[src/rtl/imm_encoder.sv]
// Packs a 32-bit immediate into the RV32 instruction field [31:7] for a selected format,
// flagging unrepresentable values. Two-stage valid/ready pipeline with saturating error count.
module imm_encoder #(
  parameter int unsigned IMM_WIDTH = 25,
  parameter int unsigned IN_WIDTH  = 32
) (
  input  logic                 clk,
  input  logic                 i_rst,
  input  logic                 i_valid,
  output logic                 o_ready,
  input  logic [2:0]           i_imm_type,
  input  logic [IN_WIDTH-1:0]  i_value,
  output logic                 o_valid,
  input  logic                 i_ready,
  output logic [IMM_WIDTH-1:0] o_imm,
  output logic [2:0]           o_type,
  output logic                 o_range_err,
  output logic [7:0]           o_err_count
);

  localparam int unsigned TYPE_W = 3;
  localparam int unsigned CNT_W  = 8;

  typedef enum logic [TYPE_W-1:0] {
    FMT_I   = 3'd0,
    FMT_S   = 3'd1,
    FMT_B   = 3'd2,
    FMT_J   = 3'd3,
    FMT_U   = 3'd4,
    FMT_CSR = 3'd5
  } fmt_e;

  // Codes 110/111 fall back to the I format.
  function automatic fmt_e decode(input logic [TYPE_W-1:0] t);
    case (t)
      3'd1:    return FMT_S;
      3'd2:    return FMT_B;
      3'd3:    return FMT_J;
      3'd4:    return FMT_U;
      3'd5:    return FMT_CSR;
      default: return FMT_I;
    endcase
  endfunction

  function automatic logic range_err(input fmt_e f, input logic [IN_WIDTH-1:0] v);
    case (f)
      FMT_B:   return !(&v[31:12] || ~|v[31:12]) || v[0];
      FMT_J:   return !(&v[31:20] || ~|v[31:20]) || v[0];
      FMT_U:   return |v[11:0];
      FMT_CSR: return |v[31:5];
      default: return !(&v[31:11] || ~|v[31:11]);
    endcase
  endfunction

  // Field bit k maps to instruction bit k+7; unlisted bits stay zero.
  function automatic logic [IMM_WIDTH-1:0] pack(input fmt_e f, input logic [IN_WIDTH-1:0] v);
    logic [IMM_WIDTH-1:0] imm;
    imm = '0;
    case (f)
      FMT_S: begin
        imm[24:18] = v[11:5];
        imm[4:0]   = v[4:0];
      end
      FMT_B: begin
        imm[24]    = v[12];
        imm[23:18] = v[10:5];
        imm[4:1]   = v[4:1];
        imm[0]     = v[11];
      end
      FMT_J: begin
        imm[24]    = v[20];
        imm[23:14] = v[10:1];
        imm[13]    = v[11];
        imm[12:5]  = v[19:12];
      end
      FMT_U:   imm[24:5]  = v[31:12];
      FMT_CSR: imm[12:8]  = v[4:0];
      default: imm[24:13] = v[11:0];
    endcase
    return imm;
  endfunction

  logic                s1_valid;
  logic [TYPE_W-1:0]   s1_type;
  logic [IN_WIDTH-1:0] s1_value;
  logic                s1_err;
  logic                s1_adv;
  logic                s2_adv;

  assign s2_adv  = !o_valid || i_ready;
  assign s1_adv  = !s1_valid || s2_adv;
  assign o_ready = s1_adv;

  // Stage 1: capture the transaction and its range check.
  always_ff @(posedge clk) begin
    if (i_rst) begin
      s1_valid <= 1'b0;
      s1_type  <= '0;
      s1_value <= '0;
      s1_err   <= 1'b0;
    end else if (s1_adv) begin
      s1_valid <= i_valid;
      if (i_valid) begin
        s1_type  <= i_imm_type;
        s1_value <= i_value;
        s1_err   <= range_err(decode(i_imm_type), i_value);
      end
    end
  end

  // Stage 2: packed output, held while the consumer stalls.
  always_ff @(posedge clk) begin
    if (i_rst) begin
      o_valid     <= 1'b0;
      o_imm       <= '0;
      o_type      <= '0;
      o_range_err <= 1'b0;
    end else if (s2_adv) begin
      o_valid <= s1_valid;
      if (s1_valid) begin
        o_imm       <= pack(decode(s1_type), s1_value);
        o_type      <= s1_type;
        o_range_err <= s1_err;
      end
    end
  end

  always_ff @(posedge clk) begin
    if (i_rst) begin
      o_err_count <= '0;
    end else if (o_valid && i_ready && o_range_err && (o_err_count != '1)) begin
      o_err_count <= o_err_count + CNT_W'(1);
    end
  end

endmodule

[config.mk]
export PLATFORM = sky130hd
export DESIGN_NAME = imm_encoder
export DESIGN_NICKNAME = d
export VERILOG_FILES = /design/src/rtl/imm_encoder.sv
export SDC_FILE = /design/constraint.sdc
export NUM_CORES = 1
export LEC_CHECK = 0
export ABC_CLOCK_PERIOD_IN_PS = 6600
export CAP_MARGIN = 40
export CORE_MARGIN = 5
export CORE_UTILIZATION = 53
export CTS_CLUSTER_DIAMETER = 60
export DETAILED_ROUTE_END_ITERATION = 10
export GPL_TIMING_DRIVEN = 1
export PLACE_DENSITY = 0.84
export RECOVER_POWER = 50
export SETUP_SLACK_MARGIN = 0.5
export SLEW_MARGIN = 0
export SYNTH_ARGS = -nofsm -noshare
export SYNTH_HDL_FRONTEND = slang
export SYNTH_SLANG_ARGS = --single-unit
[constraint.sdc]
create_clock -name clk -period 6.6 [get_ports clk]
set_clock_uncertainty 0.05 [all_clocks]
set_input_delay 0.99 -clock clk [delete_from_list [all_inputs] [get_ports clk]]
set_output_delay 0.99 -clock clk [all_outputs]
set_load 0.01 [all_outputs]
; Word-level counts from Yosys, hierarchy flattened
; Index checks and enable logic that the tools add are counted.
[totals]
regBits = 75
elab_cells = 74
[classes]
addsub = 1
eq_ne = 20
n_mux = 14
n_reduce_logical = 30
[op_table]
columns = operator, n
row1 = $pmux W3 S5, 2
row2 = $pmux W7 S4, 1
row3 = $reduce_or A27 Y1, 1
row4 = $eq A3 B2 Y1 const B, 8
row5 = $eq A3 B3 Y1 const B, 8
row6 = $reduce_or A12 Y1, 2
row7 = $mux W3, 7
row8 = $reduce_and A21 Y1, 1
row9 = $reduce_or A21 Y1, 1
row10 = $pmux W5 S2, 2
row11 = $reduce_and A20 Y1, 1
row12 = $reduce_or A20 Y1, 1
row13 = $pmux W5 S3, 1
row14 = $reduce_and A12 Y1, 1
row15 = $eq A3 B1 Y1 const B, 3
row16 = $add A8 B1 Y8 const B, 1
row17 = $logic_not A1 Y1, 8
row18 = $ne A8 B8 Y1 const B, 1
row19 = $logic_or A1 B1 Y1, 7
row20 = $pmux W1 S4, 1
row21 = $reduce_and A2 Y1, 2
row22 = $logic_and A1 B1 Y1, 3
row23 = $reduce_or A3 Y1, 1
row24 = $reduce_or A2 Y1, 1

; Longest topological paths before layout
; Gate-level depths: netlist of the first run.
[logic_depth]
depth_word = 8
mapped_depth = 9
mapped_depth_nobuf = 7

; Worst setup path before layout of the first run
; Ideal clock, no wire load.
[synth_timing]
path_type = input-to-output
from = input port i_ready
to = output port o_ready
arrival_time_ps = 1213
required_time_ps = 5560
setup_slack_ps = 4347
path_stages = 1
path_buffers = 0
path_cell_list = nand3b_1
[synth_between]
elab_chain_len = 2
[synth_lines]
columns = item, line
row1 = from (decl), 14  ; input logic i_ready,
row2 = $logic_or A1 B1 Y1, 90  ; assign s2_adv = !o_valid || i_ready;
row3 = $logic_or A1 B1 Y1, 91  ; assign s1_adv = !s1_valid || s2_adv;
row4 = to (decl), 10  ; output logic o_ready,
; No other way between the ends.

==> results of run 1 <==
==> area by class of cell <==
type                       instances  area [um^2]
fill                             460         1610
timing repair buffer              82          842
sequential                        75         1500
tap                               75         93.8
clock buffer                      13          179
clock inverter                     3         67.6
inverter                          13         48.8
multi-input combinational        297         1610
==> cell usage after synthesis (4+ instances only) <==
| master | count |
|---|---|
| a21oi_1 | 52 |
| a221oi_1 | 11 |
| a31oi_1 | 4 |
| buf_2 | 5 |
| clkbuf_1 | 18 |
| dfxtp_1 | 75 |
| ha_1 | 6 |
| inv_1 | 13 |
| nand2_1 | 99 |
| nand3_1 | 14 |
| nand3b_1 | 5 |
| nand4_1 | 9 |
| nor2_1 | 24 |
| nor3_1 | 22 |
| nor4_1 | 6 |
| o21ai_0 | 5 |
| xnor2_1 | 6 |
==> worst min-delay path, stage by stage (launching register included) <==
cell	delay, ps
dfxtp_1	310
nand2_1	50
a21oi_1	50
==> cells by family after synthesis <==
group / share of synthesized area [%]
and+or+nand+nor: 26.8
AOI/OAI and AO/OA: 16.7
DFF: 45.8
buffers and inverters: 5.11
xor gates and xnor gates: 2.37
adders and majority gates: 2.63
muxes: 0.649
==> report_power, final <==
group          internal [mW]  total, mW  switching, mW
logic                 0.0620      0.132         0.0697
registers              0.473      0.490         0.0163
clock network          0.254      0.424          0.169
==> final timing paths <==
path | startpoint | end | cells after the start
setup / recovery | i_rst | s1_err | 5
hold / removal | o_imm[2] | o_imm[2] | 2
setup reg to reg | s1_type[1] | o_imm[23] | 7
hold reg to reg | o_imm[2] | o_imm[2] | 2
==> state kept, by name, indices dropped and copies added (netlist names) <==
signal and flops:
s1_valid 1, s1_type 3, o_type 3, o_err_count 8, o_imm 25, s1_value 32, o_range_err 1, o_valid 1
s1_err 1
==> per-layer routing <==
| layer | share of wire (%) | vias to the layer above |
|---|---|---|
| li1 | - | 1558 |
| met1 | 42 | 1486 |
| met2 | 47 | 134 |
| met3 | 7.9 | 23 |
| met4 | 2.6 | 0 |
| met5 | 0 | - |
==> metrics by stage <==
step	instances	hold slack, ps	util, %	setup WS [ps]
floorplan	411	386	-	4350
global placement	538	391	67.6	3300
detailed placement	542	397	68.8	3290
CTS	558	406	73.0	3280
global route	558	429	72.9	2680
finish	558	400	72.9	2990
==> results_dict.tcl, run 1 <==
set metrics [dict create \
    status "finished, violations left" \
    violations "capacitance limit, slew limit" \
    die_w_um 88.6 \
    final_common_cell "nand2_1" \
    dp_hpwl_um 6070 \
    r2r_slack_ps 4240 \
    maxSlewHeadroom_pct -110 \
    numCtsBuffers 9 \
    dieArea_um2 7860 \
    drt_iter0_drc 288 \
    ys_seq_area_share_pct 45.8 \
    grt_pass1_vias 2937 \
    ant_nets 0 \
    max_freq_mhz 277 \
    synth_top_area_share_pct 45.8 \
    final_cell_mix "nand2_1 (99), dfxtp_1 (75), a21oi_1 (52)" \
    finalSetupTns_ps 0 \
    final_hold_viol_count 0 \
    grt_start_max_net_pins 78 \
    ir_drop_uv 173 \
    area_growth_pct 32.4 \
    avgSynthCellArea_um2 7.98 \
    syn_nets 456 \
    crit_arrival_ps 3800 \
    critPathBufInv 2 \
    wl_per_cell_um 15.2 \
    io_pins 78 \
    grt_setup_unrepaired "no" \
    worstSkewPairLatency_ps 360 \
    use_met2_pct 35.6 \
    ctsHoldBuffers 0 \
    cp.required_ps 6790 \
    fin_area_um2 4340 \
    num_vias 3201 \
    port_buffers 77 \
    ys_ff_latch 75 \
    clock-sinks 75 \
    worstMarginPinSlew_ps 3140 \
    initial_core_util_pct 55.0 \
    synthCells 411 \
    grt.total_usage_pct 22.9 \
    path_class "primary input to register" \
    fin_crit_sh_pct 54.7 \
    setup_viol 0 \
    drive_gt1_share_pct 6.63 \
    syn_area_um2 3280 \
    synth_warnings 0 \
    layout.nets 523 \
    globalplace.congestion 0.848 \
    async_reset_ff_share_pct 0 \
    synth.area.top_cells "dfxtp_1 (46%), nand2_1 (11%), a21oi_1 (7.9%)" \
    firstDrtPassIters 7 \
    cts_tree "yes" \
    antenna_found_initial 0 \
    postCtsSetupRepairBufs 0 \
    p_total_mw 1.04 \
    die_y_um 88.6 \
    cpPeakStageDelay_ps 2210 \
    synth-edff-count 0 \
    use_met3_pct 5.03 \
    yosysTopAreaCell "dfxtp_1" \
    p_leak_nw 1.64 \
    slowest_stage "clkbuf_1" \
    path_cells "buf_2 > clkbuf_1 > nor3_1 > o221ai_1 > o22ai_1" \
    num_antenna_cells 0 \
    synth_cell_types 46 \
    maxSlewViolCount 78 \
    viasPerCell 5.74 \
    hp-class "register to register" \
    cp_max_fo 77 \
    power_density_nw_per_um2 241 \
    htreeDepth 3 \
    top_usage_layer "met2" \
    drv_cap 1 \
    period_needed_ps 3610 \
    wl_um 8500 \
    critPathTopFamily "buffers and inverters" \
    grt_overflow 0 \
    cp-end-kind "register" \
    cts_resized 0 \
    num_rows 28 \
    grtUsageMet1_pct 30.3 \
    cts-root-buf "clkbuf_8" \
    cp-start-kind "primary input" \
    synth_flop_cell "dfxtp_1" \
    coreArea_um2 5960 \
    cts.path.max_buffers 2 \
    grt_first_pass_wirelength_um 13900 \
    clkTransAtPathRegs_ps 70 \
    place_area_um2 4100 \
    drc 0 \
]
Note: power is estimated with default switching activity, not from simulation.
==> run 2, diff against run 1 <==
Settings changed: ABC_CLOCK_PERIOD_IN_PS 6600 to 2950, CORE_UTILIZATION 53 to 45, PLACE_DENSITY 0.84 to 0.76.
Clock period 6.6 ns to 2.95 ns, I/O delays scaled along.
==> run 2 against run 1 <==
The flow still finishes with violations (capacitance limit, slew limit). Non-clock buffer count up 3. Core utilization down 13 points. Final area down 0.98%. Clock power up 80%. Worst setup slack worse by 2400 ps. Sequential power up 120%. Flip-flop and latch count unchanged.
==> results_dict.tcl, run 2 (synthesis gave the netlist of run 1 again) <==
set metrics [dict create \
    dieArea_um2 9090 \
    final_cell_mix "nand2_1 (99), dfxtp_1 (75), a21oi_1 (52)" \
    cts_tree "yes" \
    final_common_cell "nand2_1" \
    cp-start-kind "primary input" \
    drt_iter0_drc 188 \
    place_inst 569 \
    multi_input_area_um2 1610 \
    crit_top_cell "clkbuf_1" \
    power_density_nw_per_um2 499 \
    place_area_um2 4120 \
    fin_crit_sh_pct 80.4 \
    cell_internal_pwr_mw 1.58 \
    clock-sinks 75 \
    grt_setup_unrepaired "no" \
    port_buffers 77 \
    grt_pass1_vias 2907 \
    htreeDepth 3 \
    ir_drop_uv 270 \
    top_register "s1_value" \
    sw_frac_of_total_pct 26.5 \
    num_vias 3121 \
    drc 0 \
    top_regs "s1_value: 32 flops, o_imm: 25 flops, o_err_count: 8 flops" \
    largest_register_ffs 32 \
    die_w_um 95.4 \
    max_freq_mhz 421 \
    layout.nets 526 \
    grt_overflow 0 \
    ctsHoldBuffers 0 \
    status "finished, violations left" \
    drv_cap 1 \
    globalplace.congestion 0.879 \
    area_growth_pct 31.1 \
    path_class "primary input to register" \
    crit_arrival_ps 2550 \
    clkPwrFrac_pct 35.5 \
    wl_um 8510 \
    numCtsBuffers 9 \
    p_switching_uw 569 \
    drive_gt1_share_pct 6.60 \
    maxSlewViolCount 47 \
    cts.path.max_buffers 2 \
    p_comb_share_pct 13.5 \
    num_rows 31 \
    p_seq_share_pct 51.0 \
    worstMarginPinSlew_ps 1980 \
    period_needed_ps 2370 \
    coreArea_um2 7180 \
    stdcell_count 584 \
    hp-class "register to register" \
    grt_first_pass_wirelength_um 13900 \
    slowest_stage "clkbuf_1" \
    antenna_found_initial 0 \
    violations "capacitance limit, slew limit" \
    worstSkewPairLatency_ps 360 \
    p_leak_nw 1.64 \
    finalSetupTns_ps 0 \
    dp_hpwl_um 6300 \
    cp.required_ps 3120 \
    cp-end-kind "register" \
    n_fill_cell 656 \
    cp_max_fo 46 \
    cts-root-buf "clkbuf_8" \
    num_antenna_cells 0 \
    ant_nets 0 \
    viasPerCell 5.34 \
    cts_resized 0 \
    postCtsSetupRepairBufs 0 \
    firstDrtPassIters 4 \
    setup_viol 0 \
    regArea_um2 1500 \
    io_pins 78 \
    fin_area_um2 4300 \
    grt.total_usage_pct 19.8 \
    maxSlewHeadroom_pct -32.1 \
    clkTransAtPathRegs_ps 80 \
    initial_core_util_pct 45.7 \
    path_cells "clkbuf_1 > clkbuf_1 > nor3_1" \
    grt_start_max_net_pins 47 \
    die_y_um 95.4 \
    wl_per_cell_um 14.6 \
    final_hold_viol_count 0 \
    cpPeakStageDelay_ps 1380 \
]
-- run 2: through the flow --
stage          hold WS, ps  total power, mW  utilization, %  setup WS [ps]
6_report               402             2.15            59.9            577
5_1_grt                418             2.23            59.9            423
4_1_cts                406             2.15            60.0            703
3_5_place_dp           397             1.41            57.4            568
3_3_place_gp           394             1.40            57.4            679
2_1_floorplan          386             1.27               -            867
-- run 2: area by class of cell --
cell class	instances	share of cell area, %
well taps	99	2.88
multi-input cells	297	37.4
clock buffers	10	2.97
repair buffers	85	19.4
flip-flops and latches	75	34.9
inverters	13	1.14
clock inverters	5	1.28
-- run 2: final timing paths --
kind                             endpoint  cells past startpoint  startpoint  slack [ps]
worst min register to register  o_type[2]                      2   o_type[2]         400
worst max-delay path            o_imm[18]                      3       i_rst         580
worst max register to register   o_imm[8]                      7  s1_type[1]         650
worst min-delay path            o_type[2]                      2   o_type[2]         400
-- run 2: critical path, delay by kind of cell --
kind                   cells  cell delay, ps
AND/OR/NAND/NOR            1             120
buffers and inverters      2            1960
-- run 2: per-layer routing --
layer  wire (um)  global-route usage (%)
met1        3930                    26.6
met2        3970                    31.4
met3         459                    3.55
met4         151                    8.29
met5           0                       0
-- run 2: power by group through the flow --
stage               Combinational, mW  Clock, mW  Sequential, mW
finish                          0.289      0.762            1.09
global route                    0.319      0.809            1.10
CTS                             0.295      0.765            1.09
detailed placement              0.294          0            1.12
global placement                0.288          0            1.12
floorplan                       0.156          0            1.11
